[config.mk]
export PLATFORM = sky130hd
export DESIGN_NAME = uart_tx_framer_flat
export DESIGN_NICKNAME = d
export VERILOG_FILES = /design/src/rtl/uart_pkg.sv /design/src/rtl/uart_tx_framer_if.sv /design/src/rtl/uart_tx_bit_timer.sv /design/src/rtl/uart_tx_framer.sv /design/src/flat_wrapper.sv
export SDC_FILE = /design/constraint.sdc
export NUM_CORES = 1
export LEC_CHECK = 0
export ABC_AREA = 1
export CORE_ASPECT_RATIO = 1.75
export CORE_MARGIN = 3
export CORE_UTILIZATION = 35
export CTS_CLUSTER_SIZE = 28
export DETAILED_ROUTE_END_ITERATION = 12
export GPL_ROUTABILITY_DRIVEN = 0
export PLACE_DENSITY_LB_ADDON = 0.12
export SLEW_MARGIN = 40
export SYNTH_ARGS = -nofsm -noshare
export SYNTH_HDL_FRONTEND = slang
export SYNTH_SLANG_ARGS = --single-unit
[constraint.sdc]
create_clock -name baud_clk -period 1.8 [get_ports baud_clk]
set_input_delay 0.18 -clock baud_clk [delete_from_list [all_inputs] [get_ports baud_clk]]
set_output_delay 0.18 -clock baud_clk [all_outputs]
set_load 0.05 [all_outputs]
[src/rtl/uart_pkg.sv]
// uart_pkg: definitions shared by the UART transmit and receive paths.
//   uart_state_e    - frame state encoding, also exported on debug ports
//   UART_OVERSAMPLE - default baud_clk cycles per serial bit
//   UART_FRAME_BITS - default frame length (start + 8 data + stop)
//   UART_FC_W       - width of the frame bit index counter
package uart_pkg;

  typedef enum logic [1:0] {
    IDLE  = 2'b00,
    START = 2'b01,
    DATA  = 2'b10,
    STOP  = 2'b11
  } uart_state_e;

  localparam int unsigned UART_OVERSAMPLE = 16;
  localparam int unsigned UART_FRAME_BITS = 10;
  localparam int unsigned UART_FC_W       = 4;

endpackage

[src/rtl/uart_tx_framer_if.sv]
// uart_tx_framer_if: byte handshake between a producer and the UART transmitter.
//   tx_data    - byte to send, sampled on accept
//   tx_valid   - producer has data
//   tx_ready   - transmitter can accept
//   parity_odd - odd-parity select, present only with UART_TX_PARITY_EN
// Modports: master (producer side), slave (transmitter side).
interface uart_tx_framer_if
  import uart_pkg::*;
#(
  parameter int unsigned DATA_BITS = UART_FRAME_BITS - 2
) ();

  logic [DATA_BITS-1:0] tx_data;
  logic                 tx_valid;
  logic                 tx_ready;

`ifdef UART_TX_PARITY_EN
  logic                 parity_odd;

  modport master (output tx_data, output tx_valid, output parity_odd, input tx_ready);
  modport slave  (input tx_data, input tx_valid, input parity_odd, output tx_ready);
`else
  modport master (output tx_data, output tx_valid, input tx_ready);
  modport slave  (input tx_data, input tx_valid, output tx_ready);
`endif

endinterface

[src/rtl/uart_tx_bit_timer.sv]
// uart_tx_bit_timer: per-bit oversample counter for the UART transmitter.
//   baud_clk         - oversampling clock
//   rst              - asynchronous active-high reset
//   i_active         - frame in progress; counter held at 0 otherwise
//   o_boundary_c     - last oversample cycle of the current bit
//   o_pre_boundary_c - cycle before the bit boundary
module uart_tx_bit_timer
  import uart_pkg::*;
#(
  parameter int unsigned OVERSAMPLE = UART_OVERSAMPLE
) (
  input  logic baud_clk,
  input  logic rst,
  input  logic i_active,
  output logic o_boundary_c,
  output logic o_pre_boundary_c
);

  localparam int unsigned CNT_W = $clog2(OVERSAMPLE);

  logic [CNT_W-1:0] r_sample_cnt;

  assign o_boundary_c     = i_active && (r_sample_cnt == CNT_W'(OVERSAMPLE - 1));
  assign o_pre_boundary_c = i_active && (r_sample_cnt == CNT_W'(OVERSAMPLE - 2));

  // Counts 0..OVERSAMPLE-1 while active, wraps at each bit boundary.
  always_ff @(posedge baud_clk or posedge rst) begin
    if (rst) begin
      r_sample_cnt <= '0;
    end else if (!i_active || o_boundary_c) begin
      r_sample_cnt <= '0;
    end else begin
      r_sample_cnt <= r_sample_cnt + CNT_W'(1);
    end
  end

endmodule

[src/rtl/uart_tx_framer.sv]
// uart_tx_framer: UART transmitter, one byte per handshake into a
// start / DATA_BITS data (LSB first) / [parity] / STOP_BITS stop frame.
//   baud_clk      - oversampling clock, all logic on rising edge
//   rst           - asynchronous active-high reset
//   bus           - slave side of uart_tx_framer_if (tx_data/tx_valid/tx_ready)
//   tx_serial     - serial line, idles high
//   tx_busy       - frame in progress
//   tx_done       - pulse in the final cycle of the last stop bit
//   current_state - uart_state_e encoding
//   frame_count   - bit index within the frame (0 = start bit)
// Optional: define UART_TX_PARITY_EN to insert a parity bit after the data.
module uart_tx_framer
  import uart_pkg::*;
#(
  parameter int unsigned DATA_BITS  = UART_FRAME_BITS - 2,
  parameter int unsigned OVERSAMPLE = UART_OVERSAMPLE,
  parameter int unsigned STOP_BITS  = 1
) (
  input  logic                 baud_clk,
  input  logic                 rst,
  uart_tx_framer_if.slave      bus,
  output logic                 tx_serial,
  output logic                 tx_busy,
  output logic                 tx_done,
  output logic [1:0]           current_state,
  output logic [UART_FC_W-1:0] frame_count
);

  localparam int unsigned FC_W = UART_FC_W;
`ifdef UART_TX_PARITY_EN
  localparam int unsigned PAR_BITS = 1;
`else
  localparam int unsigned PAR_BITS = 0;
`endif
  localparam logic [FC_W-1:0] DATA_LAST = FC_W'(DATA_BITS + PAR_BITS);
  localparam logic [FC_W-1:0] FC_LAST   = FC_W'(DATA_BITS + PAR_BITS + STOP_BITS);

  uart_state_e          r_state, w_state_n;
  logic [FC_W-1:0]      r_fc, w_fc_n;
  logic [DATA_BITS-1:0] r_shift, w_shift_n;
  logic                 r_tx_serial, w_tx_serial_n;
  logic                 r_tx_ready, r_tx_busy, r_tx_done, w_tx_done_n;
  logic                 w_accept, w_boundary, w_pre_boundary;
`ifdef UART_TX_PARITY_EN
  logic                 r_parity, w_parity_n;
`endif

  uart_tx_bit_timer #(.OVERSAMPLE(OVERSAMPLE)) u_bit_timer (
    .baud_clk         (baud_clk),
    .rst              (rst),
    .i_active         (r_state != IDLE),
    .o_boundary_c     (w_boundary),
    .o_pre_boundary_c (w_pre_boundary)
  );

  // r_tx_ready is high exactly when the state register holds IDLE.
  assign w_accept = bus.tx_valid && r_tx_ready;

  // Next state, frame index, shift register and next line level.
  always_comb begin
    w_state_n     = r_state;
    w_fc_n        = r_fc;
    w_shift_n     = r_shift;
    w_tx_serial_n = 1'b1;
`ifdef UART_TX_PARITY_EN
    w_parity_n    = r_parity;
`endif

    case (r_state)
      IDLE: begin
        if (w_accept) begin
          w_state_n  = START;
          w_shift_n  = bus.tx_data;
`ifdef UART_TX_PARITY_EN
          w_parity_n = (^bus.tx_data) ^ bus.parity_odd;
`endif
        end
      end
      START: begin
        if (w_boundary) begin
          w_state_n = DATA;
          w_fc_n    = FC_W'(1);
        end
      end
      DATA: begin
        if (w_boundary) begin
          w_fc_n    = r_fc + FC_W'(1);
          w_shift_n = r_shift >> 1;
          if (r_fc == DATA_LAST) begin
            w_state_n = STOP;
          end
        end
      end
      STOP: begin
        if (w_boundary) begin
          if (r_fc == FC_LAST) begin
            w_state_n = IDLE;
            w_fc_n    = '0;
          end else begin
            w_fc_n = r_fc + FC_W'(1);
          end
        end
      end
      default: w_state_n = IDLE;
    endcase

    // Line level for the cycle after this edge.
    case (w_state_n)
      START:   w_tx_serial_n = 1'b0;
`ifdef UART_TX_PARITY_EN
      DATA:    w_tx_serial_n = (w_fc_n == FC_W'(DATA_BITS + 1)) ? w_parity_n : w_shift_n[0];
`else
      DATA:    w_tx_serial_n = w_shift_n[0];
`endif
      default: w_tx_serial_n = 1'b1;
    endcase
  end

  // Registered done lands in the boundary cycle of the last stop bit.
  assign w_tx_done_n = (r_state == STOP) && (r_fc == FC_LAST) && w_pre_boundary;

  // State and output registers.
  always_ff @(posedge baud_clk or posedge rst) begin
    if (rst) begin
      r_state     <= IDLE;
      r_fc        <= '0;
      r_shift     <= '0;
      r_tx_serial <= 1'b1;
      r_tx_ready  <= 1'b1;
      r_tx_busy   <= 1'b0;
      r_tx_done   <= 1'b0;
`ifdef UART_TX_PARITY_EN
      r_parity    <= 1'b0;
`endif
    end else begin
      r_state     <= w_state_n;
      r_fc        <= w_fc_n;
      r_shift     <= w_shift_n;
      r_tx_serial <= w_tx_serial_n;
      r_tx_ready  <= (w_state_n == IDLE);
      r_tx_busy   <= (w_state_n != IDLE);
      r_tx_done   <= w_tx_done_n;
`ifdef UART_TX_PARITY_EN
      r_parity    <= w_parity_n;
`endif
    end
  end

  assign bus.tx_ready  = r_tx_ready;
  assign tx_serial     = r_tx_serial;
  assign tx_busy       = r_tx_busy;
  assign tx_done       = r_tx_done;
  assign current_state = r_state;
  assign frame_count   = r_fc;

endmodule

[src/flat_wrapper.sv]
// flat-port wrapper written by rule: the top's interface ports become plain ports
module uart_tx_framer_flat import uart_pkg::*;
#(
  parameter int unsigned DATA_BITS  = UART_FRAME_BITS - 2,
  parameter int unsigned OVERSAMPLE = UART_OVERSAMPLE,
  parameter int unsigned STOP_BITS  = 1
)
  (baud_clk, rst, tx_serial, tx_busy, tx_done, current_state, frame_count, bus_tx_data, bus_tx_valid, bus_tx_ready);
  uart_tx_framer_if #(.DATA_BITS(DATA_BITS)) bus_i ();
  input  logic baud_clk;
  input  logic rst;
  output logic tx_serial;
  output logic tx_busy;
  output logic tx_done;
  output logic [1:0] current_state;
  output logic [UART_FC_W-1:0] frame_count;
  input wire logic [$bits(bus_i.tx_data)-1:0] bus_tx_data;
  input wire logic [$bits(bus_i.tx_valid)-1:0] bus_tx_valid;
  output wire logic [$bits(bus_i.tx_ready)-1:0] bus_tx_ready;
  assign bus_i.tx_data = bus_tx_data;
  assign bus_i.tx_valid = bus_tx_valid;
  assign bus_tx_ready = bus_i.tx_ready;
  uart_tx_framer #(.DATA_BITS(DATA_BITS), .OVERSAMPLE(OVERSAMPLE), .STOP_BITS(STOP_BITS)) u_core (.baud_clk(baud_clk), .rst(rst), .bus(bus_i), .tx_serial(tx_serial), .tx_busy(tx_busy), .tx_done(tx_done), .current_state(current_state), .frame_count(frame_count));
endmodule
-- Word-level counts from Yosys, hierarchy flattened
Index checks and enable logic that the tools add are counted.
- memories kept: 0
- input bits: 11
- output and inout bits: 10
- RAM bits: 0
- bits in registers: 22
- word-level logic and storage cells: 56
- latch bits: 0
- bits in read-only memories: 0
- equality and inequality tests: 13
- order comparisons: 0
- bitwise logic cells: 0
- divide/modulo/power cells: 0
- add/sub/neg operators: 2
- $mul: 0
- shift-type cells: 0
- reduce and logical (&&, ||, !) cells: 15
- multiplexer cells: 17
- operator list (kind ; number):
    4-bit 2-to-1 mux ; 5
    4-bit equality test (second input constant) ; 4
    8-bit 2-to-1 mux ; 2
    8-bit one-hot mux with 2 select lines ; 1
    2-bit 2-to-1 mux ; 6
    4-bit one-hot mux with 3 select lines ; 1
    4-bit by 1-bit adder with 4-bit output (second input constant) ; 2
    2-bit one-hot mux with 4 select lines ; 1
    2-bit equality test (second input constant) ; 3
    2-bit != test (second input constant) ; 3
    2-bit nonzero test ; 3
    1-bit logical AND ; 5
    2-bit by 1-bit equality test with 1-bit output (second input constant) ; 2
    2-bit logical NOT ; 2
    4-bit AND reduction ; 1
    3-bit AND reduction ; 1
    3-bit nonzero test ; 1
    2-bit by 1-bit != test with 1-bit output (second input constant) ; 1
    1-bit one-hot mux with 2 select lines ; 1
    1-bit logical NOT ; 1
    1-bit logical OR ; 1

-- Longest topological paths before layout
Gate-level depths: netlist of run 1.
- depth in word-level cells: 6
- depth in mapped cells: 10
- mapped depth without buffers: 10

-- Cells and area by module
From an unflattened synthesis of run 1, not the netlist that was laid out.
- cell total of the unflattened synthesis: 146
- area total of the unflattened synthesis: 1273.7 um^2
- modules (own cells, without submodules) (module ; area an instance (um^2) ; times used ; sequential area each (um^2) ; cells an instance):
    uart_tx_framer ; 1061.0 ; 1 ; 452.9 ; 121
    uart_tx_bit_timer ; 212.7 ; 1 ; 100.1 ; 25

-- Worst setup path before layout of run 1
No wires, ideal clock.
- kind: flip-flop to flip-flop
- start: register u_core.r_fc[1] (netlist: u_core.frame_count[1])
- end: register u_core.r_tx_serial (netlist: u_core.tx_serial)
- slack: 0.206 ns
- period minus slack after synthesis: 1.594 ns
- buffers on the path: 0
- required time: 1.725 ns
- arrival: 1.518 ns
- setup time: 0.075 ns
- stages on the path, launching flop included: 11
- cell sequence: dfrtp_1 > inv_1 > ha_1 > nand3_1 > nand2_1 > nand2_1 > nand2_1 > nand2_2 > inv_2 > nand2_1 > nand2_1
- longest elaborated chain between the ends: 6
- elaborated cells on any way between the ends: 10
- classes of those cells: 4 x eq/ne; 6 x mux
- RTL lines (element ; RTL line ; RTL):
    start, declared ; uart_tx_framer.sv:39 ; logic [FC_W-1:0] r_fc, w_fc_n;
    start signal, assigned ; uart_tx_framer.sv:137 ; r_fc <= w_fc_n;
    4-bit equality test, on equally long branches ; uart_tx_framer.sv:96, uart_tx_framer.sv:89 ;
    2-bit 2-to-1 mux, on equally long branches ; uart_tx_framer.sv:96, uart_tx_framer.sv:89 ;
    2-bit 2-to-1 mux, on equally long branches ; uart_tx_framer.sv:95, uart_tx_framer.sv:86 ;
    2-bit one-hot mux with 4 select lines (*) ; uart_tx_framer.sv:69 ; case (r_state)
    net u_core.w_state_n[0] ; uart_tx_framer.sv:38 ; uart_state_e r_state, w_state_n;
    2-bit equality test or 2-bit by 1-bit equality test with 1-bit output (tied branches) ; uart_tx_framer.sv:108 ; case (w_state_n)
    1-bit one-hot mux with 2 select lines (*) ; uart_tx_framer.sv:108 ;
    net u_core.w_tx_serial_n ; uart_tx_framer.sv:41 ; logic r_tx_serial, w_tx_serial_n;
    end signal, assigned ; uart_tx_framer.sv:139 ; r_tx_serial <= w_tx_serial_n;
    end, declared ; uart_tx_framer.sv:41 ;
The timed path passes the listed nets; every way through them passes the cells marked *.
A chain may end at the register's enable or synchronous reset.

-- Worst setup path in the final report of run 1
- start: register u_core.r_fc[0] (netlist: u_core.frame_count[0])
- end: output frame_count[0]
- RTL lines (element ; RTL line ; RTL):
    end, declared ; flat_wrapper.sv:16 ; output logic [UART_FC_W-1:0] frame_count;
No word-level cell between the ends.

==> out/qor.yml, run 1 <==
die:
  core_um2: 3180
  dieWidth_um: 49.9
  die_y_um: 82.9
  ioPinCount: 21
  fp.dieArea_um2: 4140
  initial_core_util_pct: 37.2
  num_rows: 27
timing:
  worst_pin_slew_ps: 505
  maxSlewHeadroom_pct: 66.2
  slew_violations: 0
  setup_viol_count_final: 0
  fin_crit_sh_pct: 92.2
  tns_ps: 0
  timing.final.ws_setup_ps: 140
  hold_viol: 0
  rsz0062_at_grt: "no"
  fmax_mhz: 602
  fin_worst_skew_ps: 6.22
  fin_crit_ps: 1660
layout:
  area_delta_synth_final_pct: 26.5
  layout_common_cells: "38 x nand2_1, 20 x dfrtp_1, 15 x clkdlybuf4s50_1"
  final_common_cell: "nand2_1"
  fin_nets: 176
  fin_util_pct: 47.0
  drive_above_1_share_pct: 20.8
  instances_no_fill: 202
  num_antenna_cells: 0
  stdcell_area_um2: 1490
  num-fill-cells: 332
logic_synthesis:
  syn_inst: 135
  synth_ff_type: "dfrtp_1"
  ys_types: 26
  ys_async_sr_fraction_pct: 100
  synth_edf_count: 0
  syn_area_um2: 1180
  yosysWarnings: 0
  synth-seq-cells: 22
  seq_area_frac_synth_pct: 46.8
  synth_nets: 151
  synth_area_per_cell_um2: 8.75
drt:
  drt_pre_antenna_iters: 4
  dr_total_vias: 919
  drc: 0
  viasPerCell: 4.55
  drt-total-wl_um: 2310
  drt_iter0_drc: 26
  postRouteAntennaNets: 0
  wl_per_cell_um: 11.4
outcome:
  status: "finished, final reports clean"
cts:
  cts_buffer_depth: 2
  post_cts_resized: 0
  cts_sinks: 22
  cts_htree_levels: 1
  cts_hold_buf: 0
  root_buffer: "clkbuf_8"
  cts_inserted_buffers: 3
  clk_latency_ps: 260
  path_clk_slew_ps: 80
  cts_tree: "yes"
  postCtsSetupRepairBufs: 0
critical_path:
  cp_cell_sequence: "clkdlybuf4s50_1"
  crit_path_end_kind: "primary output"
  cp_max_fo: 4
  required_ps: 1620
  cp_slowest_cell: "clkdlybuf4s50_1"
  criticalPathCategory: "reg -> out"
  worst-path-buf-inv: 1
  start_kind: "flip-flop"
  worstPathArrival_ps: 1480
  slowest_delay_ps: 820
  cp_top_family: "buffers and inverters"
placed_design:
  place_area_um2: 1420
  port_buffers: 20
  dp_slack_ps: 337
  dp_hpwl_um: 1860
  dp.cells: 198
grt:
  grt_pass1_vias: 959
  grt_max_degree: 23
  antenna_found_initial: 0
  grt_pass1_wl_um: 4370
  overflow: 0
  grt_usage_pct: 13.3
power:
  irDropWorstVdd_v: 0.000475
  power_density_nw_per_um2: 662
  p_leak_nw: 0.667
worst_hold_path:
  hold_path_class: "in -> async"
flow_run:
  cap_violations: 0
final cells by class:
cell class	count	area (um^2)	area share, %
multi-input cells	96	558	37.4
flip-flops and latches	22	553	37.0
repair buffers	21	195	13.1
inverters	16	62.6	4.19
well taps	43	53.8	3.60
clock buffers	3	41.3	2.76
clock inverters	1	30.0	2.01
Yosys cell counts, types with 2 or more instances:
cell | instances | area, um^2
nand2_2 | 2 | 12.5
nor2_4 | 5 | 56.3
nand2_1 | 38 | 143
a21oi_1 | 4 | 20.0
nor3_1 | 2 | 10.0
o21ai_1 | 2 | 10.0
nor2_1 | 12 | 45.0
dfstp_2 | 2 | 52.6
dfrtp_1 | 20 | 500
inv_2 | 3 | 11.3
nand3_1 | 11 | 55.1
ha_1 | 5 | 62.6
nor2_2 | 3 | 18.8
nand3_2 | 3 | 30.0
inv_1 | 12 | 45.0
routing by layer:
layer | track usage (%) | up-vias | wire, um
li1 | - | 471 | -
met1 | 15.3 | 434 | 890
met2 | 23.8 | 12 | 1330
met3 | 2.15 | 2 | 59
met4 | 5.29 | 0 | 24
met5 | 0 | - | 0
worst register-to-register path, cell delays in order (launching register included):
cell and delay [ps]:
dfrtp_1 390, ha_1 270, nand2_2 110, nor2_4 120
nand2_1 100, nor2_2 150, nor2_4 60, nor2_2 130
inv_2 30
worst paths after layout:
check                                                    from                            endpoint  slack, ps  cells after the start
max                                     u_core.frame_count[0]                      frame_count[0]        140                      1
min                                                       rst                   u_core.r_shift[4]        240                      3
max reg2reg                u_core.u_bit_timer.r_sample_cnt[0]                      u_core.tx_busy        330                      8
min reg2reg                u_core.u_bit_timer.r_sample_cnt[0]  u_core.u_bit_timer.r_sample_cnt[0]        480                      1
max in group asynchronous                                 rst                    u_core.tx_serial       1280                      3
min in group baud_clk                          bus_tx_data[1]                   u_core.r_shift[1]        470                      3
metrics by stage:
stage | power [mW] | hold slack, ps
global placement | 0.538 | 465
detailed placement | 0.538 | 475
CTS | 1.00 | 252
global route | 1.03 | 261
finish | 0.989 | 241
floorplan | 0.511 | 168
sequential cells by signal, summed over array words and instances, names as in the netlist:
| name | cells |
|---|---|
| u_core.r_shift | 8 |
| u_core.frame_count | 4 |
| u_core.u_bit_timer.r_sample_cnt | 4 |
| u_core.current_state | 2 |
| u_core.bus.tx_ready | 1 |
| u_core.tx_busy | 1 |
| u_core.tx_done | 1 |
| u_core.tx_serial | 1 |
cells by family after synthesis:
family,after synthesis,synth area share (%)
compound gates,10,5.19
simple gates,80,36.0
flops,22,46.8
buf+inv,17,5.93
fa+ha+maj,5,5.30
xor+xnor,1,0.742
report_power, final:
part / switching [mW] / total, mW / internal [mW]
combinational: 0.0126 / 0.0331 / 0.0205
clock: 0.165 / 0.462 / 0.297
sequential: 0 / 0.494 / 0.494
No activity file was read; power rests on OpenSTA's default activity.
==> inputs of run 2 (changes only) <==
- CELL_PAD_IN_SITES_DETAIL_PLACEMENT: unset -> 0
- CELL_PAD_IN_SITES_GLOBAL_PLACEMENT: unset -> 1
- SKIP_CTS_REPAIR_TIMING: unset -> 1
==> out/qor.yml, run 2 (synthesis gave the netlist of run 1 again) <==
critical_path:
  criticalPathCategory: "reg -> out"
  start_kind: "flip-flop"
  cp_cell_sequence: "clkdlybuf4s50_1"
  slowest_delay_ps: 820  # about the same
  cp_slowest_cell: "clkdlybuf4s50_1"
  crit_path_end_kind: "primary output"
  worstPathArrival_ps: 1480  # about the same
  worst-path-buf-inv: 1  # unchanged
  cp_top_family: "buffers and inverters"
  required_ps: 1620  # about the same
  cp_max_fo: 4  # unchanged
timing:
  fin_crit_ps: 1660  # -1.76 ps
  slew_violations: 0  # unchanged
  worst_pin_slew_ps: 493  # -11.3 ps
  setup_viol_count_final: 0  # unchanged
  fin_worst_skew_ps: 7.18  # +0.953 ps
  tns_ps: 0  # unchanged
  hold_viol: 0  # unchanged
  fin_crit_sh_pct: 92.1  # -0.098 points
  rsz0062_at_grt: "no"
  fmax_mhz: 603  # +0.11%
  maxSlewHeadroom_pct: 67.0  # +0.75 points
layout:
  layout_common_cells: "38 x nand2_1, 20 x dfrtp_1, 15 x clkdlybuf4s50_1"
  largest-register: "u_core.r_shift"
  num_antenna_cells: 0  # unchanged
  largest_register_ffs: 8  # unchanged
  instances_no_fill: 202  # unchanged
  num-fill-cells: 346  # +4.2%
  area_delta_synth_final_pct: 24.3
  drive_above_1_share_pct: 20.1  # -0.63 points
  final_common_cell: "nand2_1"
  fin_nets: 176  # unchanged
cts:
  root_buffer: "clkbuf_8"
  clk_latency_ps: 260  # about the same
  cts_buffer_depth: 2  # unchanged
  cts_inserted_buffers: 3  # unchanged
  cts_htree_levels: 1  # unchanged
  path_clk_slew_ps: 80  # about the same
  cts_tree: "yes"
  cts_sinks: 22  # unchanged
drt:
  dr_total_vias: 927  # +0.87%
  drt_iter0_drc: 11  # -58%
  wl_met1_um: 879  # -1.2%
  postRouteAntennaNets: 0  # unchanged
  viasPerCell: 4.59  # +0.87%
  met2_length_um: 1440  # +7.6%
  wl_per_cell_um: 12.0  # +5.2%
  drt-total-wl_um: 2430  # +5.2%
  drc: 0  # unchanged
  top_layer_used: "met4"
  dr_wl_met3_um: 78  # +32%
  drt_pre_antenna_iters: 4  # unchanged
die:
  die_y_um: 82.9  # unchanged
  ioPinCount: 21  # unchanged
  num_rows: 27  # unchanged
  dieWidth_um: 49.9  # unchanged
  core_um2: 3180  # unchanged
  fp.dieArea_um2: 4140  # unchanged
  initial_core_util_pct: 37.2  # unchanged
power:
  p_leak_nw: 0.654  # -1.9%
  intPower_uw: 672  # -17%
  p_sw_uw: 168  # -5.3%
  clock_power_share_pct: 37.2  # -9.5 points
  p_sw_share_pct: 20.0  # +2.1 points
  seq_power_share_pct: 58.8  # +8.8 points
  comb_power_share_pct: 4.0  # +0.7 points
  power_density_nw_per_um2: 572  # -14%
  irDropWorstVdd_v: 0.000336  # -29%
flow_run:
  cap_violations: 0  # unchanged
grt:
  overflow: 0  # unchanged
  grt_pass1_vias: 884  # -7.8%
  grt_pass1_wl_um: 4090  # -6.5%
  grt_usage_pct: 13.1  # -0.27 points
  grt_max_degree: 23  # unchanged
  antenna_found_initial: 0  # unchanged
worst_hold_path:
  hold_path_class: "in -> async"
placed_design:
  dp.cells: 198  # unchanged
  dp_hpwl_um: 1970  # +5.8%
  port_buffers: 20  # unchanged
outcome:
  status: "finished, final reports clean"
## run 2: changes by cell type in the layout (fill, tap and decap cells not counted), sizes merged
cell    delta
bufinv     -1
clkbuf     +1
## run 2: power by group through the flow
stage	registers, mW	clock network [mW]	logic (mW)
4_1_cts	0.494	0.330	0.0347
3_5_place_dp	0.504	0	0.0347
6_report	0.494	0.313	0.0334
3_3_place_gp	0.504	0	0.0343
5_1_grt	0.494	0.349	0.0374
2_1_floorplan	0.504	0	0.00778
## run 2: routing by layer
layer	global-route usage [%]	vias to the layer above
li1	-	474
met1	13.0	431
met2	24.4	18
met3	2.51	4
met4	6.80	0
met5	0	-
## run 2: final cells by class
type / instances / area, um^2 / area share [%]
well taps: 43 / 53.8 / 3.67
repair buffers: 21 / 195 / 13.3
multi-input cells: 96 / 558 / 38.0
flip-flops and latches: 22 / 553 / 37.7
inverters: 16 / 62.6 / 4.26
clock buffers: 4 / 45.0 / 3.07
## run 2: worst paths after layout
check / start / to / slack [ps] / cells past startpoint
max in group asynchronous: rst / u_core.bus.tx_ready / 1270 / 3
setup / recovery: u_core.frame_count[0] / frame_count[0] / 140 / 1
setup reg to reg: u_core.frame_count[1] / u_core.tx_busy / 300 / 9
min in group baud_clk: bus_tx_data[5] / u_core.r_shift[5] / 480 / 3
hold / removal: rst / u_core.frame_count[3] / 240 / 3
hold reg to reg: u_core.r_shift[2] / u_core.r_shift[2] / 480 / 2
## run 2: stage by stage
stage / power [mW] / hold WS (ps) / utilization [%] / worst slack [ps] / instance area [um^2]
6_report: 0.840 / 244 / 46.2 / 142 / 1470
5_1_grt: 0.880 / 265 / 46.2 / 78.2 / 1470
4_1_cts: 0.858 / 256 / 46.2 / 120 / 1470
3_5_place_dp: 0.538 / 470 / 44.8 / 294 / 1420
3_3_place_gp: 0.538 / 469 / 44.8 / 296 / 1420
2_1_floorplan: 0.511 / 168 / - / 206 / 1180
